[config.mk]
export PLATFORM = sky130hd
export DESIGN_NAME = alu_cmd_issue_flat
export DESIGN_NICKNAME = d
export VERILOG_FILES = /design/src/rtl/alu_cmd_issue_if.sv /design/src/rtl/alu_cmd_issue.sv /design/src/flat_wrapper.sv
export SDC_FILE = /design/constraint.sdc
export NUM_CORES = 1
export LEC_CHECK = 0
export ABC_AREA = 1
export BUFFER_PORTS_ARGS = -buffer_cell sky130_fd_sc_hd__buf_2
export CORE_UTILIZATION = 56
export DETAILED_ROUTE_END_ITERATION = 16
export PLACE_DENSITY = 0.84
export SLEW_MARGIN = 20
export SYNTH_ARGS = -nofsm -noshare
export SYNTH_HDL_FRONTEND = slang
export SYNTH_SLANG_ARGS = --single-unit
export TNS_END_PERCENT = 1
[constraint.sdc]
create_clock -name clk -period 2.2 [get_ports clk]
set_input_delay 0.22 -clock clk [delete_from_list [all_inputs] [get_ports clk]]
set_output_delay 0.22 -clock clk [all_outputs]
set_load 0.05 [all_outputs]
[src/rtl/alu_cmd_issue_if.sv]
// Command, ALU-drive and result bundle for alu_cmd_issue.
// slave is the issue block's view; master is the producer/ALU/consumer side.
// fifo_count width follows AW (count is AW+1 bits).
interface alu_cmd_issue_if #(
  parameter int AW = 2
);
  logic          flush;
  logic          cmd_valid;
  logic          cmd_ready;
  logic [3:0]    cmd_a;
  logic [3:0]    cmd_b;
  logic [2:0]    cmd_sel;
  logic [3:0]    alu_a;
  logic [3:0]    alu_b;
  logic [2:0]    alu_sel;
  logic [3:0]    alu_result;
  logic          alu_carry;
  logic          res_valid;
  logic          res_ready;
  logic [3:0]    res_data;
  logic          res_carry;
  logic          res_zero;
  logic [2:0]    res_sel;
  logic [AW:0]   fifo_count;

  modport slave (
    input  flush, cmd_valid, cmd_a, cmd_b, cmd_sel, alu_result, alu_carry, res_ready,
    output cmd_ready, alu_a, alu_b, alu_sel, res_valid, res_data, res_carry, res_zero,
           res_sel, fifo_count
  );

  modport master (
    output flush, cmd_valid, cmd_a, cmd_b, cmd_sel, alu_result, alu_carry, res_ready,
    input  cmd_ready, alu_a, alu_b, alu_sel, res_valid, res_data, res_carry, res_zero,
           res_sel, fifo_count
  );
endinterface

[src/rtl/alu_cmd_issue.sv]
// Purpose: buffer {A,B,sel} commands, drive registered operands into the ALU, capture result+flags.
// Latency: push at edge N -> alu_* valid after N+1 -> res_valid after N+2; one command/cycle.
// Backpressure: res_ready=0 fills result reg, issue reg, then DEPTH FIFO slots; cmd_ready then drops.
module alu_cmd_issue #(
  parameter int DEPTH = 4,
  parameter int AW    = 2
) (
  input  logic           clk,
  input  logic           rst_n,
  alu_cmd_issue_if.slave bus
);

  typedef struct packed {
    logic [2:0] sel;
    logic [3:0] a;
    logic [3:0] b;
  } cmd_t;

  localparam logic [AW:0] FULL = (AW+1)'(DEPTH);

  cmd_t          mem [DEPTH];
  logic [AW-1:0] wr_ptr;
  logic [AW-1:0] rd_ptr;
  logic [AW:0]   count;
  cmd_t          head;

  logic          iss_v;
  logic [3:0]    iss_a;
  logic [3:0]    iss_b;
  logic [2:0]    iss_sel;

  logic          res_v;
  logic [3:0]    res_d;
  logic          res_c;
  logic          res_z;
  logic [2:0]    res_s;

  logic          push;
  logic          pop;
  logic          res_adv;

  // Handshake decisions: the result stage frees up when empty or being drained this cycle,
  // and the issue stage refills from the FIFO whenever it is empty or moving forward.
  assign bus.cmd_ready = (count < FULL);
  assign push          = bus.cmd_valid && bus.cmd_ready;
  assign res_adv       = iss_v && (!res_v || bus.res_ready);
  assign pop           = (count != '0) && (!iss_v || res_adv);
  assign head          = mem[rd_ptr];

  // FIFO storage: data only, no reset needed; stale entries are never read because count gates pop.
  always_ff @(posedge clk) begin
    if (push && !bus.flush) begin
      mem[wr_ptr] <= '{sel: bus.cmd_sel, a: bus.cmd_a, b: bus.cmd_b};
    end
  end

  // FIFO pointers and occupancy; flush discards everything including a same-cycle push.
  always_ff @(posedge clk or negedge rst_n) begin
    if (!rst_n) begin
      wr_ptr <= '0;
      rd_ptr <= '0;
      count  <= '0;
    end else if (bus.flush) begin
      wr_ptr <= '0;
      rd_ptr <= '0;
      count  <= '0;
    end else begin
      if (push) wr_ptr <= wr_ptr + 1'b1;
      if (pop)  rd_ptr <= rd_ptr + 1'b1;
      case ({push, pop})
        2'b10:   count <= count + 1'b1;
        2'b01:   count <= count - 1'b1;
        default: count <= count;
      endcase
    end
  end

  // Issue stage: operand registers feeding the ALU; held while the result stage is blocked.
  always_ff @(posedge clk or negedge rst_n) begin
    if (!rst_n) begin
      iss_v   <= 1'b0;
      iss_a   <= '0;
      iss_b   <= '0;
      iss_sel <= '0;
    end else if (bus.flush) begin
      iss_v   <= 1'b0;
    end else if (pop) begin
      iss_v   <= 1'b1;
      iss_a   <= head.a;
      iss_b   <= head.b;
      iss_sel <= head.sel;
    end else if (res_adv) begin
      iss_v   <= 1'b0;
    end
  end

  // Result stage: capture the ALU outputs plus a zero flag and the opcode tag.
  always_ff @(posedge clk or negedge rst_n) begin
    if (!rst_n) begin
      res_v <= 1'b0;
      res_d <= '0;
      res_c <= 1'b0;
      res_z <= 1'b0;
      res_s <= '0;
    end else if (bus.flush) begin
      res_v <= 1'b0;
    end else if (res_adv) begin
      res_v <= 1'b1;
      res_d <= bus.alu_result;
      res_c <= bus.alu_carry;
      res_z <= (bus.alu_result == 4'b0000);
      res_s <= iss_sel;
    end else if (bus.res_ready) begin
      res_v <= 1'b0;
    end
  end

  assign bus.alu_a      = iss_a;
  assign bus.alu_b      = iss_b;
  assign bus.alu_sel    = iss_sel;
  assign bus.res_valid  = res_v;
  assign bus.res_data   = res_d;
  assign bus.res_carry  = res_c;
  assign bus.res_zero   = res_z;
  assign bus.res_sel    = res_s;
  assign bus.fifo_count = count;

endmodule

[src/flat_wrapper.sv]
// flat-port wrapper written by rule: the top's interface ports become plain ports
module alu_cmd_issue_flat 
#(
  parameter int DEPTH = 4,
  parameter int AW    = 2
)
  (clk, rst_n, bus_flush, bus_cmd_valid, bus_cmd_a, bus_cmd_b, bus_cmd_sel, bus_alu_result, bus_alu_carry, bus_res_ready, bus_cmd_ready, bus_alu_a, bus_alu_b, bus_alu_sel, bus_res_valid, bus_res_data, bus_res_carry, bus_res_zero, bus_res_sel, bus_fifo_count);
  alu_cmd_issue_if #(.AW(AW)) bus_i ();
  input  logic clk;
  input  logic rst_n;
  input wire logic [$bits(bus_i.flush)-1:0] bus_flush;
  input wire logic [$bits(bus_i.cmd_valid)-1:0] bus_cmd_valid;
  input wire logic [$bits(bus_i.cmd_a)-1:0] bus_cmd_a;
  input wire logic [$bits(bus_i.cmd_b)-1:0] bus_cmd_b;
  input wire logic [$bits(bus_i.cmd_sel)-1:0] bus_cmd_sel;
  input wire logic [$bits(bus_i.alu_result)-1:0] bus_alu_result;
  input wire logic [$bits(bus_i.alu_carry)-1:0] bus_alu_carry;
  input wire logic [$bits(bus_i.res_ready)-1:0] bus_res_ready;
  output wire logic [$bits(bus_i.cmd_ready)-1:0] bus_cmd_ready;
  output wire logic [$bits(bus_i.alu_a)-1:0] bus_alu_a;
  output wire logic [$bits(bus_i.alu_b)-1:0] bus_alu_b;
  output wire logic [$bits(bus_i.alu_sel)-1:0] bus_alu_sel;
  output wire logic [$bits(bus_i.res_valid)-1:0] bus_res_valid;
  output wire logic [$bits(bus_i.res_data)-1:0] bus_res_data;
  output wire logic [$bits(bus_i.res_carry)-1:0] bus_res_carry;
  output wire logic [$bits(bus_i.res_zero)-1:0] bus_res_zero;
  output wire logic [$bits(bus_i.res_sel)-1:0] bus_res_sel;
  output wire logic [$bits(bus_i.fifo_count)-1:0] bus_fifo_count;
  assign bus_i.flush = bus_flush;
  assign bus_i.cmd_valid = bus_cmd_valid;
  assign bus_i.cmd_a = bus_cmd_a;
  assign bus_i.cmd_b = bus_cmd_b;
  assign bus_i.cmd_sel = bus_cmd_sel;
  assign bus_i.alu_result = bus_alu_result;
  assign bus_i.alu_carry = bus_alu_carry;
  assign bus_i.res_ready = bus_res_ready;
  assign bus_cmd_ready = bus_i.cmd_ready;
  assign bus_alu_a = bus_i.alu_a;
  assign bus_alu_b = bus_i.alu_b;
  assign bus_alu_sel = bus_i.alu_sel;
  assign bus_res_valid = bus_i.res_valid;
  assign bus_res_data = bus_i.res_data;
  assign bus_res_carry = bus_i.res_carry;
  assign bus_res_zero = bus_i.res_zero;
  assign bus_res_sel = bus_i.res_sel;
  assign bus_fifo_count = bus_i.fifo_count;
  alu_cmd_issue #(.DEPTH(DEPTH), .AW(AW)) u_core (.clk(clk), .rst_n(rst_n), .bus(bus_i));
endmodule
## Word-level counts from Yosys, hierarchy flattened

Memories as Yosys holds them, arrays and structs flattened. A register that Yosys moved wholly into a read port is not among the register bits.
Cells that the tools add are included.

- Add/subtract/negate cells: 4
- Order comparisons: 1
- Equality and inequality tests: 2
- Muxes and demuxes: 14
- Bitwise logic cells: 1
- Reduce and logical (&&, ||, !) cells: 19

Operators by type and width:

| kind | count |
|---|---|
| $reduce_bool A3 Y1 | 4 |
| $mux W1 | 8 |
| $mux W2 | 4 |
| $pmux W3 S2 | 1 |
| $add A2 B1 Y2 const B | 2 |
| $logic_and A1 B1 Y1 | 4 |
| $logic_not A1 Y1 | 4 |
| $logic_not A4 Y1 | 1 |
| $reduce_and A2 Y1 | 2 |
| $reduce_bool A2 Y1 | 2 |
| $add A3 B1 Y3 const B | 1 |
| $lt A3 B3 Y1 const B | 1 |
| $mux W3 | 1 |
| $sub A3 B1 Y3 const B | 1 |
| $eq A2 B1 Y1 const B | 1 |
| $eq A2 B2 Y1 const B | 1 |
| $logic_or A1 B1 Y1 | 2 |
| $not A1 Y1 | 1 |

- Register bits: 18
- Bits in writable memories: 44
- Output and inout bits: 25
- Logic and storage cells: 51
- Memories: 1

Memories:

| memory | depth | bits a word | read ports | clocked after Yosys merged registers in | wr ports | RTL line | RTL |
|---|---|---|---|---|---|---|---|
| u_core.mem | 4 | 11 | 1 | 1 | 1 | alu_cmd_issue.sv:21 | `cmd_t mem [DEPTH];` |

## Logic depth before layout (Yosys ltp)

Gate-level depths: netlist of run 1.

- Word-level depth: 8
- Depth in mapped cells: 9
- Mapped depth without buffers: 9

## Least setup slack after synthesis of run 1

Ideal clock, no wire load.

- Path kind: reg-to-reg
- Start: reg u_core.count[2] (netlist: u_core.bus.fifo_count[2])
- End: mem u_core.mem[0][0] (netlist bit) (enable)
- Library setup time: 0.378 ns
- Arrival: 1.748 ns
- Data required time: 1.822 ns
- Setup slack: 0.074 ns
- Stages on the path, launching flop included: 6
- Clock period less this slack: 2.126 ns
- Cell sequence: dfrtp_1 > inv_2 > nand2_1 > inv_2 > nand2_1 > nor2_1

- Longest elaborated chain between the ends: 5

RTL lines:

| what | RTL line | RTL |
|---|---|---|
| from (decl) | alu_cmd_issue.sv:24 | `logic [AW:0] count;` |
| from (signal assigned) | alu_cmd_issue.sv:71 | `2'b10: count <= count + 1'b1;` |
| from (signal assigned) | alu_cmd_issue.sv:72 | `2'b01: count <= count - 1'b1;` |
| from (signal assigned) | alu_cmd_issue.sv:73 | `default: count <= count;` |
| $lt A3 B3 Y1 | alu_cmd_issue.sv:44 | `assign bus.cmd_ready = (count < FULL);` |
| net bus_cmd_ready | flat_wrapper.sv:19 | `output wire logic [$bits(bus_i.cmd_ready)-1:0] bus_cmd_ready;` |
| $logic_and A1 B1 Y1 | alu_cmd_issue.sv:45 | `assign push = bus.cmd_valid && bus.cmd_ready;` |
| $logic_and A1 B1 Y1 | alu_cmd_issue.sv:52 | `if (push && !bus.flush) begin` |
| $mux W1 | alu_cmd_issue.sv:52 |  |
| $mux W1 (implied by the code) | alu_cmd_issue.sv:53 | `mem[wr_ptr] <= '{sel: bus.cmd_sel, a: bus.cmd_a, b: bus.cmd_b};` |
| to (decl) | alu_cmd_issue.sv:21 |  |

The timed path passes the listed nets, and every way through them passes these cells.

## Final worst setup path of run 1

- Start: reg u_core.count[0] (netlist: u_core.bus.fifo_count[0])
- End: reg u_core.count[2] (netlist: u_core.bus.fifo_count[2])

- Longest elaborated chain between the ends: 5
- Elaborated cells on any way between the ends: 11
- Those cells by class: 2 x add/sub; 1 x order compare; 2 x eq/ne; 2 x mux; 4 x reduce/logical

RTL lines:

| what | RTL line | RTL |
|---|---|---|
| $lt A3 B3 Y1 / $reduce_bool A3 Y1 (equally long branches) | alu_cmd_issue.sv:44, alu_cmd_issue.sv:47 |  |
| $logic_and A1 B1 Y1 (on tied branches) | alu_cmd_issue.sv:45, alu_cmd_issue.sv:47 |  |
| $eq A2 B1 Y1 / $eq A2 B2 Y1 (equally long branches) | alu_cmd_issue.sv:70 | `case ({push, pop})` |
| $pmux W3 S2 | alu_cmd_issue.sv:70 |  |
| $mux W3 | alu_cmd_issue.sv:63 | `end else if (bus.flush) begin` |

Parallel ways exist; a longest one is shown, timed or not.
A chain may end at the register's enable or synchronous reset.

==> flow_summary_export.csv, run 1 <==
group,metric,value,unit
floorplan,fp.coreArea,5110,um2
min_path,hold_class,"input pin to register",
floorplan,ios,46,
logic_synthesis,synth-simple-area-share,14.5,%
grt,grt_pass1_wl,8750,um
power_and_ir_drop,p_per_area,1370,nW/um2
worst_setup_path,required,2.44,ns
timing,maxSlewViolCount,0,
drt,antenna_left,0,
cts,clk_latency,0.35,ns
timing,skew,0.0102,ns
placement,port_buffers,45,
cells_and_area,fill_cells,384,
cts,tritoncts,"yes",
logic_synthesis,synthTopCellsByArea,"edfxtp_1, dfrtp_1, nand2_1, nor2_1, o21ai_0",
cts,clockBufferDepth,2,
worst_setup_path,crit_path_max_fanout,4,
logic_synthesis,synth.area.mux_share,0,%
drt,drc_errors,0,
worst_setup_path,worst_path_most_repeated_cell,"nand3_1",
timing,hold_slack,0.0733,ns
cts,cts_max_level,3,
cells_and_area,area_growth,17.0,%
timing,setup_viol,0,
drt,drt_iter0_drc,179,
power_and_ir_drop,peakVddDrop,0.000883,V
worst_setup_path,start_kind,"register",
cells_and_area,multi_input_area,773,um2
logic_synthesis,ys_warn_count,0,
logic_synthesis,synth_area_leader_cell,"edfxtp_1",
logic_synthesis,synth_top_family_by_area,"simple AND/OR/NAND/NOR gates",
floorplan,die_w,74.7,um
logic_synthesis,syn-num-nets,285,
worst_setup_path,reg2reg_from,"u_core.bus.fifo_count[0]$_DFFE_PN0P_",
drt,routedWlPerCell,14.4,um
logic_synthesis,synth_top_area_share,44.6,%
cells_and_area,layout.nets,340,
logic_synthesis,synth_cells,259,
cts,cts.sinks,73,
placement,place_congestion,0.752,
timing,worstMarginPinSlew,0.683,ns
worst_setup_path,reg2reg_slack,0.49,ns
logic_synthesis,synthAdderAreaFrac,2.37,%
run_status,status,"finished, final reports clean",
logic_synthesis,yosysSeqAreaShare,69.1,%
cells_and_area,drive_gt1_share,24.1,%
grt,grt_pass1_vias,1916,
drt,vias,2026,
cts,ctsResizeCount,0,
drt,routed_wl,5620,um
worst_setup_path,reg2reg_depth,9,
timing,fin_crit_sh,77.9,%
grt,grt_max_degree,30,
flow_run,cap_violations,0,
worst_setup_path,endpoint_kind,"register",
min_path,hold_depth,3,
worst_setup_path,cp_cell_sequence,"nor2_1 > nand2_2 > nand3_1 > inv_1 > fa_1 > inv_1 > nand3_1 > nand3_1 > nand2_1",
timing,relSlewSlack,54.5,%
worst_setup_path,worstPathArrival,1.95,ns
drt,first_pass_iters,4,
worst_setup_path,cp-startpoint,"u_core.bus.fifo_count[0]$_DFFE_PN0P_",
placement,hpwl,3590,um
floorplan,initial_utilization,58.0,%
worst_setup_path,crit_end,"u_core.bus.fifo_count[2]$_DFFE_PN0P_",
logic_synthesis,ys_types,23,
cells_and_area,antenna_cells,0,
cts,cts_buffers,9,
floorplan,fp.dieArea,5580,um2
logic_synthesis,avgSynthCellArea,11.4,um2
logic_synthesis,ys_ff_latch,73,
grt,grt.total_usage,22.5,%
worst_setup_path,r2r_end,"u_core.bus.fifo_count[2]$_DFFE_PN0P_",
logic_synthesis,synth-xor-area-share,0,%
logic_synthesis,syn_area,2960,um2
timing,hold_viol,0,
min_path,hp-start,"bus_alu_carry",
floorplan,die_y,74.7,um
drt,vias_per_cell,5.21,
cts,cts-root-buf,"clkbuf_8",
timing,rsz0062_at_grt,"no",
cts,clkTransAtPathRegs,0.07,ns
power_and_ir_drop,leakage,1.51,nW
worst_setup_path,critical_path_class,"register to register",
timing,min_period,1.71,ns
logic_synthesis,synth_compound_area_share,9.26,%
cells_and_area,final-seq-area,2050,um2
worst_setup_path,max_stage_delay,0.42,ns
grt,antenna_found_initial,0,
timing,max_freq,584,MHz
floorplan,rows,26,
timing,tns,0,ns
worst_setup_path,slowest_stage,"dfrtp_1",
grt,grt_overflow,0,
-- where the power goes --
part,switching (W),internal [W]
Sequential,0.000160,0.00172
Combinational,0.00141,0.000458
Clock,0.000479,0.000523
Total,0.00205,0.00270
-- repair_timing --
item / CTS / global route
endpoints found under the hold margin: 29 / 0
hold buffers: 1 / 0
setup buffers: 0 / 0
-- routing by layer --
layer / vias to the layer above / global-route usage, % / routed length (um)
li1: 989 / - / -
met1: 949 / 27.0 / 2370
met2: 78 / 38.3 / 2820
met3: 10 / 4.95 / 336
met4: 0 / 11.5 / 91
met5: - / 0 / 0
-- registers in the layout (all words and copies together) (netlist names), 2 cells and up --
signal and flops:
u_core.bus.fifo_count 3, u_core.bus.res_sel 3, u_core.bus.alu_a 4, u_core.bus.alu_b 4, u_core.wr_ptr 2, u_core.bus.res_data 4, u_core.bus.alu_sel 3, u_core.mem 44
u_core.rd_ptr 2
-- metrics by stage --
stage / area [um2] / util, % / total power [W] / setup slack [ns] / std cells
6_report: 3460 / 67.8 / 0.00475 / 0.487 / 389
5_1_grt: 3460 / 67.8 / 0.00502 / 0.380 / 389
4_1_cts: 3460 / 67.8 / 0.00476 / 0.493 / 389
3_5_place_dp: 3270 / 64.0 / 0.00376 / 0.514 / 372
3_3_place_gp: 3270 / 64.0 / 0.00370 / 0.576 / 372
2_1_floorplan: 2960 / - / 0.00334 / 0.0735 / 259
-- cell usage after synthesis --
| cell | number |
|---|---|
| dfrtp_1 | 29 |
| edfxtp_1 | 44 |
| fa_1 | 1 |
| buf_6 | 2 |
| nand2_2 | 2 |
| buf_2 | 4 |
| nor2_4 | 1 |
| o21ai_1 | 18 |
| ha_1 | 4 |
| nand2_1 | 52 |
| o22ai_1 | 11 |
| nor2_1 | 31 |
| inv_2 | 6 |
| nand2_4 | 1 |
| a31oi_1 | 1 |
| nand3_1 | 7 |
| clkbuf_1 | 2 |
| nand3_4 | 2 |
| nand4_1 | 2 |
| a21oi_1 | 2 |
| a21oi_2 | 1 |
| inv_1 | 18 |
| o21ai_0 | 18 |
-- how the worst min path moves through the flow --
stage	end	slack [ns]
6_report	u_core.bus.res_carry$_DFFE_PN0P_	0.07
5_1_grt	u_core.mem[0][9]$_DFFE_PP_	0.08
4_1_cts	u_core.bus.res_carry$_DFFE_PN0P_	0.07
3_5_place_dp	u_core.bus.res_sel[1]$_DFFE_PN0P_	0.29
3_3_place_gp	u_core.bus.res_data[1]$_DFFE_PN0P_	0.29
2_1_floorplan	u_core.bus.alu_a[0]$_DFFE_PN0P_	-0.08
-- cells by family after synthesis --
family                     after synthesis
AOI/OAI and AO/OA                       51
adders and majority gates                5
buffers and inverters                   32
DFF                                     73
and+or+nand+nor                         98
-- area by class of cell --
cell class	instances	area share (%)
sequential	73	59.1
multi-input combinational	154	22.3
timing repair buffer	52	8.09
clock buffer	11	3.79
inverter	24	2.60
tap	70	2.53
clock inverter	5	1.59
-- critical path, delay by kind of cell (launching register included) --
| kind | cells | cell delay, ns |
|---|---|---|
| buffers and inverters | 2 | 0.14 |
| AND/OR/NAND/NOR | 6 | 0.64 |
| adder cells (fa/ha/maj) | 1 | 0.40 |
| flip-flops | 1 | 0.42 |
-- cells in the final DEF (no fill, tap or decap), types with 4 or more instances in the layout --
| master | synthesis | final |
|---|---|---|
| nand3_1 | 7 | 7 |
| edfxtp_1 | 44 | 44 |
| buf_4 | 0 | 6 |
| o21ai_0 | 18 | 18 |
| nor2_1 | 31 | 31 |
| ha_1 | 4 | 4 |
| buf_2 | 4 | 45 |
| clkbuf_8 | 0 | 9 |
| o21ai_1 | 18 | 18 |
| inv_2 | 6 | 6 |
| o22ai_1 | 11 | 11 |
| inv_1 | 18 | 18 |
| nand2_1 | 52 | 52 |
| dfrtp_1 | 29 | 29 |
No activity file was read; power rests on OpenSTA's default activity.
==> inputs of run 2 (changes only) <==
--- a/config.mk
+++ b/config.mk
@@ -5,11 +5,11 @@
 export SDC_FILE = /design/constraint.sdc
 export NUM_CORES = 1
 export LEC_CHECK = 0
-export ABC_AREA = 1
+export ABC_AREA = 0
 export BUFFER_PORTS_ARGS = -buffer_cell sky130_fd_sc_hd__buf_2
-export CORE_UTILIZATION = 56
+export CORE_UTILIZATION = 50
 export DETAILED_ROUTE_END_ITERATION = 16
-export PLACE_DENSITY = 0.84
+export PLACE_DENSITY = 0.79
 export SLEW_MARGIN = 20
 export SYNTH_ARGS = -nofsm -noshare
 export SYNTH_HDL_FRONTEND = slang
==> constraint.sdc (replaced) <==
create_clock -name clk -period 1.4 [get_ports clk]
set_input_delay 0.14 -clock clk [delete_from_list [all_inputs] [get_ports clk]]
set_output_delay 0.14 -clock clk [all_outputs]
set_load 0.05 [all_outputs]
==> run 2 against run 1 <==
- the flow now finishes with violations (setup timing)
- clock-buffer cell count increased by 2
- hold slack got worse by 0.054 ns
- wire length decreased by 2.8%
- global-route usage decreased by 2.8 points
- final area increased by 9.6%
- critical endpoint is now u_core.bus.fifo_count[1]$_DFFE_PN0P_
- die area increased by 14%
- first-iteration DRC count decreased by 54%
- critical path type unchanged
- critical path depth decreased by 3
==> flow_summary_export.csv, run 2 <==
group,metric,value,unit
timing,skew,0.0100,ns
grt,grt_pass1_vias,1827,
logic_synthesis,synth_cells,168,
worst_setup_path,slowest_stage,"fa_1",
cells_and_area,regMostFlops,"u_core.mem",
drt,antenna_left,0,
logic_synthesis,yosysSeqAreaShare,67.9,%
timing,maxSlewViolCount,0,
logic_synthesis,synth_top_family_by_area,"multiplexers",
logic_synthesis,async_flop_share,39.7,%
cts,clkTransAtPathRegs,0.07,ns
cells_and_area,layout.nets,278,
cells_and_area,multi_input_area,927,um2
placement,port_buffers,45,
drt,drc_errors,0,
drt,drt_iter0_drc,82,
worst_setup_path,critical_path_class,"register to register",
power_and_ir_drop,p_sw,0.00322,W
timing,rsz0062_at_grt,"yes",
logic_synthesis,syn_area,3020,um2
logic_synthesis,ys_types,34,
timing,worstMarginPinSlew,0.439,ns
logic_synthesis,ys_warn_count,0,
placement,pre_cts_slack,-0.265,ns
logic_synthesis,synthAdderAreaFrac,2.32,%
run_status,status,"finished with violations",
logic_synthesis,yosysMostFrequentCell,"edfxtp_1",
cells_and_area,area_growth,25.9,%
worst_setup_path,critical_path.top_delay_family,"simple AND/OR/NAND/NOR gates",
power_and_ir_drop,seq_power_share,37.1,%
cts,cts-root-buf,"clkbuf_8",
logic_synthesis,synth_compound_area_share,1.87,%
drt,routed_wl,5470,um
run_status,violations,"setup timing",
logic_synthesis,synth_top_area_share,43.8,%
worst_setup_path,worstPathArrival,1.89,ns
timing,worst_slack,-0.278,ns
cells_and_area,final-seq-area,2050,um2
placement,place_congestion,0.776,
grt,grt_max_degree,21,
cts,cts_buffers,9,
timing,max_freq,596,MHz
cts,cts_max_level,3,
min_path,hold_class,"input pin to register",
logic_synthesis,synth_ff_type,"edfxtp_1",
logic_synthesis,syn-num-nets,194,
logic_synthesis,synth_edf_count,44,
grt,grt_pass1_wl,8890,um
cells_and_area,fill_cells,401,
power_and_ir_drop,p_clk_share,16.7,%
cts,clockBufferDepth,2,
logic_synthesis,synth-simple-area-share,7.30,%
cells_and_area,largest_register_ffs,44,
drt,vias,1742,
cts,clk_latency,0.34,ns
timing,relSlewSlack,70.7,%
grt,antenna_found_initial,0,
cts,cts.sinks,73,
worst_setup_path,required,1.62,ns
power_and_ir_drop,p_per_area,2170,nW/um2
worst_setup_path,cp_cell_sequence,"and3b_1 > nor3_2 > fa_1 > nor2b_2 > o211ai_1 > nand4_1",
drt,routedWlPerCell,16.6,um
worst_setup_path,crit_path_max_fanout,4,
logic_synthesis,ys_top_cells_by_count,"edfxtp_1, dfrtp_1, mux2_2",
timing,fin_crit_sh,120,%
grt,grt.total_usage,19.7,%
logic_synthesis,synth_area_leader_cell,"edfxtp_1",
worst_setup_path,max_stage_delay,0.43,ns
logic_synthesis,ys_ff_latch,73,
cts,tritoncts,"yes",
timing,hold_slack,0.0191,ns
grt,grt_overflow,0,
logic_synthesis,avgSynthCellArea,18.0,um2
floorplan,ios,46,
floorplan,fp.coreArea,5680,um2
power_and_ir_drop,internal_power,0.00501,W
timing,setup_viol,60,
cells_and_area,drive_gt1_share,49.8,%
logic_synthesis,synth-xor-area-share,0.290,%
placement,hpwl,3940,um
drt,first_pass_iters,6,
power_and_ir_drop,leakage,1.55,nW
worst_setup_path,endpoint_kind,"register",
floorplan,die_y,79.7,um
floorplan,initial_utilization,53.2,%
power_and_ir_drop,peakVddDrop,0.00141,V
power_and_ir_drop,pwr-share-comb,46.2,%
floorplan,die_w,79.7,um
cells_and_area,antenna_cells,0,
timing,tns,-4.41,ns
timing,hold_viol,0,
worst_setup_path,crit_buf_inv,0,
flow_run,cap_violations,0,
logic_synthesis,synthTopCellsByArea,"edfxtp_1, dfrtp_1, mux4_2, mux2_4, mux2_2",
worst_setup_path,start_kind,"register",
logic_synthesis,synth.area.mux_share,17.8,%
timing,min_period,1.68,ns
floorplan,fp.dieArea,6350,um2
floorplan,rows,27,
cts,postCtsSetupBuffers,0,
power_and_ir_drop,p_total,0.00823,W
cells_and_area,final_cell_mix,"buf_2, edfxtp_1, dfrtp_1",
drt,vias_per_cell,5.29,
power_and_ir_drop,swShare,39.1,%
run 2: power groups by stage:
stage          sequential [W]  clock, W  combinational [W]
5_1_grt               0.00311   0.00151            0.00403
3_3_place_gp          0.00307         0            0.00363
6_report              0.00305   0.00138            0.00380
4_1_cts               0.00307   0.00142            0.00376
2_1_floorplan         0.00428         0            0.00153
3_5_place_dp          0.00311         0            0.00371
run 2: what timing repair did:
item                                    CTS  global route
resized for setup                         3            10
endpoints found under the setup margin   61            61
hold buffers                              3             2
endpoints found under the hold margin    26             7
cloned                                    0             0
pin swaps                                 2             2
run 2: layer usage:
metal	up-vias	part of all wire (%)	global-route usage [%]
met5	-	0	0
met4	0	0.66	5.45
met3	4	5.9	8.00
met2	61	53	33.6
met1	852	41	22.8
li1	825	-	-
run 2: cells by family (layout without fill, tap and decap cells):
group,after synthesis,count (layout)
XOR/XNOR,1,1
flip-flops,73,73
buffers and inverters,12,101
AO/OA/AOI/OAI,9,9
multiplexers,32,32
AND/OR/NAND/NOR,36,36
adder cells (fa/ha/maj),5,5
run 2: layout make-up:
class / instances / share of cell area, %
tap: 72 / 2.37
sequential: 73 / 54.1
multi-input combinational: 83 / 24.4
clock buffer: 13 / 3.92
inverter: 5 / 0.494
clock inverter: 3 / 0.428
timing repair buffer: 80 / 14.3
run 2: worst paths after layout:
path	startpoint	end	slack, ns	depth (start not counted)
min reg2reg	u_core.bus.res_data[1]$_DFFE_PN0P_	u_core.bus.res_data[1]$_DFFE_PN0P_	0.50	1
min	bus_cmd_b[0]	u_core.mem[2][0]$_DFFE_PP_	0.02	1
max in group asynchronous	rst_n	u_core.bus.alu_b[2]$_DFFE_PN0P_	0.59	3
min in group asynchronous	rst_n	u_core.bus.res_sel[0]$_DFFE_PN0P_	0.28	2
max	u_core.iss_v$_DFFE_PN0P_	u_core.bus.fifo_count[1]$_DFFE_PN0P_	-0.28	6
max reg2reg	u_core.iss_v$_DFFE_PN0P_	u_core.bus.fifo_count[1]$_DFFE_PN0P_	-0.28	6
run 2: through the flow:
step	utilization [%]	instances	cell area, um2
finish	66.9	329	3800
CTS	65.9	327	3740
floorplan	-	168	3040
global placement	62.2	308	3530
global route	66.9	329	3800
detailed placement	62.2	308	3530
==> inputs of run 3 (changes only) <==
--- a/config.mk
+++ b/config.mk
@@ -7,8 +7,10 @@
 export LEC_CHECK = 0
 export ABC_AREA = 0
 export BUFFER_PORTS_ARGS = -buffer_cell sky130_fd_sc_hd__buf_2
+export CAP_MARGIN = 5
 export CORE_UTILIZATION = 50
 export DETAILED_ROUTE_END_ITERATION = 16
+export HOLD_SLACK_MARGIN = 0.06
 export PLACE_DENSITY = 0.79
 export SLEW_MARGIN = 20
 export SYNTH_ARGS = -nofsm -noshare
==> run 3 against run 2 <==
- the run still ends with setup timing left
- maximum frequency fell by 0.33%
- sequential share of layout area down 1.8 points
- worst setup slack got worse by 0.0056 ns
- global-route usage rose by 0.48 points
- sequential cell count unchanged
- sequential power is essentially flat
- clock-buffer cell count stayed put
- clock skew hardly changed
- first-iteration DRC count decreased by 3.7%
- non-clock buffer count grew 13
- critical path depth is the same
- final cell count is 4.0% higher
- largest power group unchanged
==> flow_summary_export.csv, run 3 (synthesis results as in run 2) <==
group,metric,value,unit
cts,cts_buffers,9,
drt,drc_errors,0,
placement,post-place-cells,308,
worst_setup_path,worstPathArrival,1.90,ns
worst_setup_path,cp_num_cells,6,
power_and_ir_drop,leakage,1.61,nW
floorplan,ios,46,
power_and_ir_drop,swShare,39.1,%
power_and_ir_drop,p_total,0.00826,W
cts,cts-root-buf,"clkbuf_8",
worst_setup_path,slowest_stage,"fa_1",
worst_setup_path,endpoint_kind,"register",
cts,clk_latency,0.34,ns
cts,cts_max_level,3,
drt,vias,1806,
cts,clkTransAtPathRegs,0.07,ns
placement,dpl_cell_area,3530,um2
floorplan,die_w,79.7,um
timing,max_freq,594,MHz
cts,clockBufferDepth,2,
cells_and_area,area_growth,30.2,%
placement,place_congestion,0.776,
grt,grt_pass1_wl,9130,um
cts,postCtsSetupBuffers,0,
cts,tritoncts,"yes",
cells_and_area,final_cell_mix,"buf_2, edfxtp_1, dfrtp_1",
power_and_ir_drop,p_per_area,2100,nW/um2
timing,fin_crit_sh,120,%
power_and_ir_drop,internal_power,0.00503,W
timing,rsz0062_at_grt,"yes",
drt,vias_per_cell,5.28,
placement,pre_cts_slack,-0.265,ns
timing,worstMarginPinSlew,0.447,ns
run_status,violations,"setup timing",
grt,antenna_found_initial,0,
cells_and_area,layout.nets,291,
placement,port_buffers,45,
power_and_ir_drop,pwr-share-comb,46.4,%
timing,relSlewSlack,70.2,%
floorplan,fp.dieArea,6350,um2
floorplan,initial_utilization,53.2,%
min_path,hold_depth,4,
timing,worst_slack,-0.283,ns
power_and_ir_drop,p_sw,0.00323,W
flow_run,cap_violations,0,
floorplan,rows,27,
drt,routed_wl,5580,um
grt,grt_overflow,0,
worst_setup_path,critical_path_class,"register to register",
power_and_ir_drop,seq_power_share,37.0,%
cells_and_area,regMostFlops,"u_core.mem",
cells_and_area,final_area,3930,um2
placement,hpwl,3940,um
cells_and_area,drive_gt1_share,47.4,%
timing,min_period,1.68,ns
timing,hold_slack,0.195,ns
worst_setup_path,crit_path_max_fanout,4,
cells_and_area,fin_cells,342,
cells_and_area,fill_cells,383,
timing,maxSlewViolCount,0,
timing,setup_viol,60,
grt,grt_pass1_vias,1883,
floorplan,fp.coreArea,5680,um2
timing,hold_viol,0,
run_status,status,"finished with violations",
worst_setup_path,max_stage_delay,0.43,ns
power_and_ir_drop,peakVddDrop,0.00167,V
cells_and_area,antenna_cells,0,
floorplan,die_y,79.7,um
worst_setup_path,start_kind,"register",
power_and_ir_drop,p_clk_share,16.6,%
cts,cts.sinks,73,
grt,grt.total_usage,20.2,%
drt,antenna_left,0,
min_path,hold_class,"input pin to register",
worst_setup_path,reg2reg_depth,6,
worst_setup_path,required,1.62,ns
timing,skew,0.0101,ns
worst_setup_path,critical_path.top_delay_family,"simple AND/OR/NAND/NOR gates",
worst_setup_path,cp_cell_sequence,"and3b_1 > nor3_2 > fa_1 > nor2b_2 > o211ai_1 > nand4_1",
worst_setup_path,crit_buf_inv,0,
drt,routedWlPerCell,16.3,um
cells_and_area,largest_register_ffs,44,
cells_and_area,final-seq-area,2050,um2
cells_and_area,multi_input_area,927,um2
drt,first_pass_iters,4,
drt,drt_iter0_drc,79,
grt,grt_max_degree,21,
[run 3: worst paths after layout]
path	start	endpoint	slack [ns]
min in group asynchronous	rst_n	u_core.bus.res_sel[0]$_DFFE_PN0P_	0.28
max reg2reg	u_core.iss_v$_DFFE_PN0P_	u_core.bus.fifo_count[1]$_DFFE_PN0P_	-0.28
max in group asynchronous	rst_n	u_core.bus.alu_b[2]$_DFFE_PN0P_	0.58
max	u_core.iss_v$_DFFE_PN0P_	u_core.bus.fifo_count[1]$_DFFE_PN0P_	-0.28
min	bus_res_ready	u_core.bus.res_valid$_DFFE_PN0P_	0.20
min reg2reg	u_core.bus.res_data[1]$_DFFE_PN0P_	u_core.bus.res_data[1]$_DFFE_PN0P_	0.50
[run 3: worst register-to-register path, stage by stage (launching register included)]
cell and delay [ns]:
dfrtp_1 0.41, and3b_1 0.20, nor3_2 0.15, fa_1 0.43, nor2b_2 0.17, o211ai_1 0.10, nand4_1 0.10
[run 3: metrics by stage]
step	TNS [ns]	util (%)
6_report	-4.43	69.2
5_1_grt	-6.99	69.2
4_1_cts	-5.12	68.5
3_5_place_dp	-5.20	62.2
3_3_place_gp	-4.08	62.2
2_1_floorplan	-13.70	-
[run 3: power by group through the flow]
stage / Clock (W) / Combinational, W / Sequential, W
detailed placement: 0 / 0.00371 / 0.00311
global placement: 0 / 0.00363 / 0.00307
CTS: 0.00142 / 0.00379 / 0.00307
global route: 0.00151 / 0.00406 / 0.00311
finish: 0.00137 / 0.00383 / 0.00306
floorplan: 0 / 0.00153 / 0.00428
[run 3: layout make-up]
type	count	area share, %
flip-flops and latches	73	52.3
multi-input cells	83	23.6
repair buffers	93	17.1
clock buffers	13	3.79
well taps	72	2.29
inverters	5	0.478
clock inverters	3	0.414
[run 3: repair_timing]
action / 4_1_cts / 5_1_grt
pin swaps: 2 / 2
gates resized for setup: 3 / 10
endpoints found under the hold margin: 69 / 0
gates cloned: 0 / 0
endpoints found under the setup margin: 61 / 61
hold buffers: 18 / 0
[run 3: per-layer routing]
metal,wire length (um),global-route usage (%),up-vias
met4,42,5.45,0
met3,296,8.00,4
met1,2290,23.5,895
li1,-,-,850
met2,2950,34.5,57
met5,0,0,-
